`src/rtl/hourglass_matrix_gen.sv`:
```
// Dual-colour N x N hourglass engine: two triangular sand quadrant pairs that
// drain or refill one grain per tick, rendered onto a row-scanned LED matrix.
module hourglass_matrix_gen #(
    parameter  int N        = 8,
    parameter  int SCAN_DIV = 1,
    parameter  int BLANK    = 0,
    localparam int H        = N / 2,
    localparam int K        = H * (H + 1) / 2,
    localparam int CW       = $clog2(K + 1)
) (
    input  logic          clk,
    input  logic          rst,
    input  logic          tick,
    input  logic          sw1,
    input  logic          stop,
    output logic [N-1:0]  r_col,
    output logic [N-1:0]  g_col,
    output logic [N-1:0]  row,
    output logic [CW-1:0] cnt_l,
    output logic [CW-1:0] cnt_r,
    output logic          done
);

    typedef enum logic {SIDE_L = 1'b0, SIDE_R = 1'b1} side_e;

    localparam int RW = $clog2(N);
    localparam int DW = (SCAN_DIV > 1) ? $clog2(SCAN_DIV) : 1;
    localparam logic [CW-1:0] K_V      = CW'(K);
    localparam logic [RW-1:0] ROW_LAST = RW'(N - 1);
    localparam logic [DW-1:0] DIV_LAST = DW'(SCAN_DIV - 1);

    logic [K-1:0]  sand_l_q, sand_l_d;
    logic [K-1:0]  sand_r_q, sand_r_d;
    logic [CW-1:0] cnt_l_q, cnt_l_d;
    logic [CW-1:0] cnt_r_q, cnt_r_d;
    side_e         side_q, side_d;
    logic [RW-1:0] row_idx_q, row_idx_d;
    logic [DW-1:0] div_q, div_d;
    logic [N-1:0]  row_q, row_d;
    logic [N-1:0]  r_col_q, r_col_d;
    logic [N-1:0]  g_col_q, g_col_d;
    logic          done_q, done_d;

    logic movable_l, movable_r, step, move_l, move_r;
    logic blank, upper;
    logic [RW-1:0] tri_i;
    logic [N-1:0]  pat [H];
    logic [N-1:0]  msk [H];
    logic [N-1:0]  pat_sel, msk_sel;

    // First bit of triangle row i inside a side's K-bit sand vector.
    function automatic int tri_base(input int i);
        return i * H - (i * (i - 1)) / 2;
    endfunction

    // ------------------------------------------------------------ sand step
    assign movable_l = sw1 ? (cnt_l_q != '0) : (cnt_l_q != K_V);
    assign movable_r = sw1 ? (cnt_r_q != '0) : (cnt_r_q != K_V);
    assign step      = tick && !stop;
    // Preferred side first; fall back to the other side only when blocked.
    assign move_l    = step && movable_l && (side_q == SIDE_L || !movable_r);
    assign move_r    = step && movable_r && (side_q == SIDE_R || !movable_l);

    // NOTE: every always_comb output gets a default before any branch; a path
    // that leaves a signal unassigned would infer a latch.
    always_comb begin
        sand_l_d = sand_l_q;
        sand_r_d = sand_r_q;
        cnt_l_d  = cnt_l_q;
        cnt_r_d  = cnt_r_q;
        side_d   = side_q;
        if (move_l) begin
            if (sw1) begin
                sand_l_d = {sand_l_q[K-2:0], 1'b0};
                cnt_l_d  = cnt_l_q - CW'(1);
            end else begin
                sand_l_d = {1'b1, sand_l_q[K-1:1]};
                cnt_l_d  = cnt_l_q + CW'(1);
            end
            side_d = SIDE_R;
        end
        if (move_r) begin
            if (sw1) begin
                sand_r_d = {1'b0, sand_r_q[K-1:1]};
                cnt_r_d  = cnt_r_q - CW'(1);
            end else begin
                sand_r_d = {sand_r_q[K-2:0], 1'b1};
                cnt_r_d  = cnt_r_q + CW'(1);
            end
            side_d = SIDE_L;
        end
    end

    assign done_d = ( sw1 && cnt_l_q == '0  && cnt_r_q == '0) ||
                    (!sw1 && cnt_l_q == K_V && cnt_r_q == K_V);

    // ----------------------------------------------------------------- scan
    always_comb begin
        div_d     = div_q + DW'(1);
        row_idx_d = row_idx_q;
        if (div_q == DIV_LAST) begin
            div_d     = '0;
            row_idx_d = (row_idx_q == ROW_LAST) ? '0 : row_idx_q + RW'(1);
        end
    end

    if (BLANK > 0) begin : g_blank
        assign blank = (div_q < DW'(BLANK));
    end else begin : g_no_blank
        assign blank = 1'b0;
    end

    // Per triangle row: true sand bits and the columns that row occupies.
    always_comb begin
        for (int i = 0; i < H; i++) begin
            pat[i] = '0;
            msk[i] = '0;
            for (int m = 0; m < H - i; m++) begin
                pat[i][H+m]   = sand_l_q[tri_base(i) + m];
                pat[i][H-1-m] = sand_r_q[K - 1 - tri_base(i) - m];
                msk[i][H+m]   = 1'b1;
                msk[i][H-1-m] = 1'b1;
            end
        end
    end

    assign upper = (row_idx_q < RW'(H));
    assign tri_i = upper ? row_idx_q : ROW_LAST - row_idx_q;

    always_comb begin
        pat_sel = '0;
        msk_sel = '0;
        for (int i = 0; i < H; i++) begin
            if (tri_i == RW'(i)) begin
                pat_sel = pat[i];
                msk_sel = msk[i];
            end
        end
    end

    // Lower half mirrors the upper half with the colours swapped.
    always_comb begin
        row_d   = '1;
        r_col_d = '0;
        g_col_d = '0;
        if (!blank) begin
            row_d = ~(N'(1) << row_idx_q);
            if (upper) begin
                r_col_d = pat_sel;
                g_col_d = ~pat_sel & msk_sel;
            end else begin
                r_col_d = ~pat_sel & msk_sel;
                g_col_d = pat_sel;
            end
        end
    end

    // NOTE: sequential state uses non-blocking assignments only, so every
    // register samples the pre-edge value of every other register.
    always_ff @(posedge clk or negedge rst) begin
        if (!rst) begin
            sand_l_q  <= '1;
            sand_r_q  <= '1;
            cnt_l_q   <= K_V;
            cnt_r_q   <= K_V;
            side_q    <= SIDE_L;
            row_idx_q <= '0;
            div_q     <= '0;
            row_q     <= '1;
            r_col_q   <= '0;
            g_col_q   <= '0;
            done_q    <= 1'b0;
        end else begin
            sand_l_q  <= sand_l_d;
            sand_r_q  <= sand_r_d;
            cnt_l_q   <= cnt_l_d;
            cnt_r_q   <= cnt_r_d;
            side_q    <= side_d;
            row_idx_q <= row_idx_d;
            div_q     <= div_d;
            row_q     <= row_d;
            r_col_q   <= r_col_d;
            g_col_q   <= g_col_d;
            done_q    <= done_d;
        end
    end

    assign r_col = r_col_q;
    assign g_col = g_col_q;
    assign row   = row_q;
    assign cnt_l = cnt_l_q;
    assign cnt_r = cnt_r_q;
    assign done  = done_q;

endmodule

```
`config.mk`:
```
export PLATFORM = sky130hd
export DESIGN_NAME = hourglass_matrix_gen
export DESIGN_NICKNAME = d
export VERILOG_FILES = /design/src/rtl/hourglass_matrix_gen.sv
export SDC_FILE = /design/constraint.sdc
export NUM_CORES = 1
export LEC_CHECK = 0
export CAP_MARGIN = 30
export CORE_AREA = 2 2 102 65
export CTS_BUF_LIST = sky130_fd_sc_hd__clkbuf_2 sky130_fd_sc_hd__clkbuf_4 sky130_fd_sc_hd__clkbuf_8
export CTS_CLUSTER_DIAMETER = 60
export DETAILED_ROUTE_END_ITERATION = 8
export DIE_AREA = 0 0 104 67
export GPL_TIMING_DRIVEN = 1
export PLACE_DENSITY = 0.77
export SLEW_MARGIN = 20
export SYNTH_ARGS = -nofsm -noshare
export SYNTH_HDL_FRONTEND = slang
export SYNTH_SLANG_ARGS = --single-unit
```
`constraint.sdc`:
```
create_clock -name clk -period 2.15 [get_ports clk]
set_input_delay 0.43 -clock clk [delete_from_list [all_inputs] [get_ports clk]]
set_output_delay 0.43 -clock clk [all_outputs]
set_load 0.01 [all_outputs]
```
==> flow_metrics.env <==
export IMPL_status="complete, no violations"
export IMPL_setup_violations=0
export IMPL_drive_above_1_share_pct=34.8
export IMPL_rsz0062_at_grt="no"
export IMPL_ys_warn_count=0
export IMPL_start_util_pct=51.3
export IMPL_grt_max_degree=58
export IMPL_grt_antenna_before_repair=0
export IMPL_seqCellArea_um2=1470
export IMPL_syn_area_um2=3050
export IMPL_num_fill_cells=457
export IMPL_synth_fp_nets=278
export IMPL_hold_violations=0
export IMPL_cts_root_buffer="clkbuf_8"
export IMPL_dieArea_um2=6970
export IMPL_placementRows=22
export IMPL_drtPass1Iterations=4
export IMPL_worstSetupEndpointType="flip-flop"
export IMPL_fmax_mhz=495
export IMPL_postLayoutCoreUtil_pct=65.9
export IMPL_wirelength_mm=6.23
export IMPL_yosys_top_cells_area="dfstp_2, dfrtp_1, mux2_2"
export IMPL_gr_total_overflow=0
export IMPL_cts_buffers=9
export IMPL_die_w_um=104
export IMPL_relSlewSlack_pct=63.4
export IMPL_drcViolationCount=0
export IMPL_worstMarginPinSlew_ns=0.549
export IMPL_syn_avg_cell_area_um2=11.7
export IMPL_htreeDepth=3
export IMPL_synthCells=261
export IMPL_area_growth_pct=28.4
export IMPL_drtAntennaViolNets=0
export IMPL_power_leakage_nw=1.72
export IMPL_clk_pin_slew_ns=0.06
export IMPL_drv_slew=0
export IMPL_grt_pass1_vias=2160
export IMPL_die_y_um=67
export IMPL_drt_iter0_drc=97
export IMPL_diodes=0
export IMPL_clock_latency_ns=0.33
export IMPL_critPathKind="reg2reg"
export IMPL_via_per_inst=5.29
export IMPL_multi_input_area_um2=1500
export IMPL_cp_arrival_ns=2.23
export IMPL_hold_class="in2async"
export IMPL_vias=2162
export IMPL_grt_pass1_wl_mm=10.8
export IMPL_p_per_area_nw_per_um2=1050
export IMPL_io_pins=38
export IMPL_cap_violations=0
export IMPL_yosys_cell_types_count=47
export IMPL_cp_start_kind="flip-flop"
export IMPL_synth_top_area_share_pct=27.6
export IMPL_core_area_um2=5950
export IMPL_io_buffers=37
export IMPL_grt_use_total_pct=20.3
export IMPL_cts_sinks=57
export IMPL_synth_area_leader_cell="dfstp_2"
export IMPL_ir_worst_vdd_uv=539
export IMPL_final_nets=337
export IMPL_yosys_register_bits=57
export IMPL_post_route_min_period_ns=2.02
export IMPL_ys_seq_area_share_pct=48.1
export IMPL_p_total_mw=4.13
export IMPL_skew_ns=0.0109
export IMPL_cp_max_fo=9
export IMPL_gp_congestion=0.833
export IMPL_wire_per_inst_um=15.2
export IMPL_timing_final_crit_share_pct=94.0
export IMPL_worstPathRequired_ns=2.36
export IMPL_dp_hpwl_mm=4.45
export IMPL_clock_path_buffers=2
export IMPL_cts_tree="done"
==> layout make-up <==
| class | instances | share of cell area [%] |
|---|---|---|
| inverter | 13 | 1.25 |
| timing repair buffer | 60 | 14.5 |
| clock inverter | 5 | 1.98 |
| sequential | 57 | 37.4 |
| multi-input combinational | 179 | 38.3 |
| clock buffer | 11 | 3.86 |
| tap | 84 | 2.68 |
==> worst paths after layout <==
check,end,slack [ns],cells after the start,from
min,cnt_r[2]$_DFFE_PN0P_,0.09,2,rst
min in group clk,g_col[0]$_DFF_PN0_,0.55,1,sand_r_q[6]$_DFFE_PN1P_
min reg2reg,g_col[0]$_DFF_PN0_,0.55,1,sand_r_q[6]$_DFFE_PN1P_
max in group asynchronous,row[1]$_DFF_PN1_,1.75,2,rst
max,cnt_l[2]$_DFFE_PN0P_,0.13,5,cnt_r[3]$_DFFE_PN1P_
max reg2reg,cnt_l[2]$_DFFE_PN0P_,0.13,5,cnt_r[3]$_DFFE_PN1P_
==> flip-flops by register name (all words and copies together) (netlist names) <==
register   flops
sand_l_q      10
sand_r_q      10
g_col          8
r_col          8
row            8
cnt_l          4
cnt_r          4
row_idx_q      3
done           1
side_q         1
==> synth_stat cells, drive strengths merged <==
master  instances
and3            2
a211o           1
o21a            3
or3b            3
o21ai           5
nand2b          4
o211ai          6
xnor2           4
mux2           40
a211oi          7
buf             7
mux4            2
or2             1
o22ai           6
nor2            9
clkbuf          5
nand3b          1
and3b           1
a21boi          1
ha             10
nand2          22
dfrtp          25
a21oi          11
and4            2
nand3           9
fa              2
dfstp          32
a21o            2
inv            12
nor3            1
clkinv          1
nor3b           1
o22a            1
nor2b           6
a31oi           3
a311oi          2
or4             1
mux2i          10
==> worst max-delay path, cell delays in order (launching register included) <==
cell and delay, ns:
dfstp_2 0.41, or3b_4 0.40, a211o_1 0.36, a211oi_4 0.28, buf_4 0.16, mux2_1 0.30
==> report_power, final <==
group          total, mW  switching [mW]  internal, mW
sequential          1.65           0.277          1.37
combinational       1.35           0.575         0.779
clock               1.13           0.416         0.711
==> logic make-up after synthesis <==
family / count (synthesis) / share of synthesized area (%)
muxes: 52 / 20.6
DFF: 57 / 48.1
and+or+nand+nor: 63 / 10.6
AOI/OAI and AO/OA: 48 / 10.7
xor gates and xnor gates: 4 / 1.15
adders and majority gates: 12 / 5.41
buffers and inverters: 25 / 3.48
==> layer usage <==
layer | GRT usage [%] | wire [um] | up-vias
li1 | - | - | 1049
met1 | 28.9 | 3120 | 1054
met2 | 29.9 | 2720 | 57
met3 | 5.87 | 358 | 2
met4 | 6.93 | 19 | 0
met5 | 0 | 0 | -
==> placed cells by master, fill, tap and decap left out, types with 3 or more instances in the layout <==
master	n
ha_1	10
inv_1	11
a211oi_1	5
o21ai_0	4
nand3_1	9
dfstp_2	32
dfrtp_1	25
xnor2_1	4
nand2_1	22
mux2i_1	10
o21a_1	3
a31oi_1	3
a21oi_1	10
nor2_1	9
nand2b_1	4
mux2_4	10
o22ai_1	6
o211ai_1	6
buf_4	20
mux2_1	10
clkdlybuf4s50_1	35
clkbuf_8	11
mux2_2	20
nor2b_1	6
==> what timing repair did <==
| item | CTS | global route |
|---|---|---|
| pin swaps | 2 | 3 |
| hold buffers | 0 | 0 |
| setup buffers | 1 | 0 |
| resized for setup | 1 | 5 |
| endpoints found under the setup margin | 1 | 25 |
==> metrics by stage <==
step / worst slack [ns] / setup TNS (ns) / hold slack, ns / area [um^2] / std cells
2_1_floorplan: 0.0337 / 0 / 0.134 / 3050 / 261
3_3_place_gp: -0.329 / -6.87 / 0.444 / 3660 / 392
3_5_place_dp: -0.358 / -7.76 / 0.451 / 3660 / 392
4_1_cts: 0.00877 / 0 / 0.0926 / 3900 / 409
5_1_grt: 0.0534 / 0 / 0.0903 / 3920 / 409
6_report: 0.129 / 0 / 0.0867 / 3920 / 409
No activity file was read; power rests on OpenSTA's default activity.
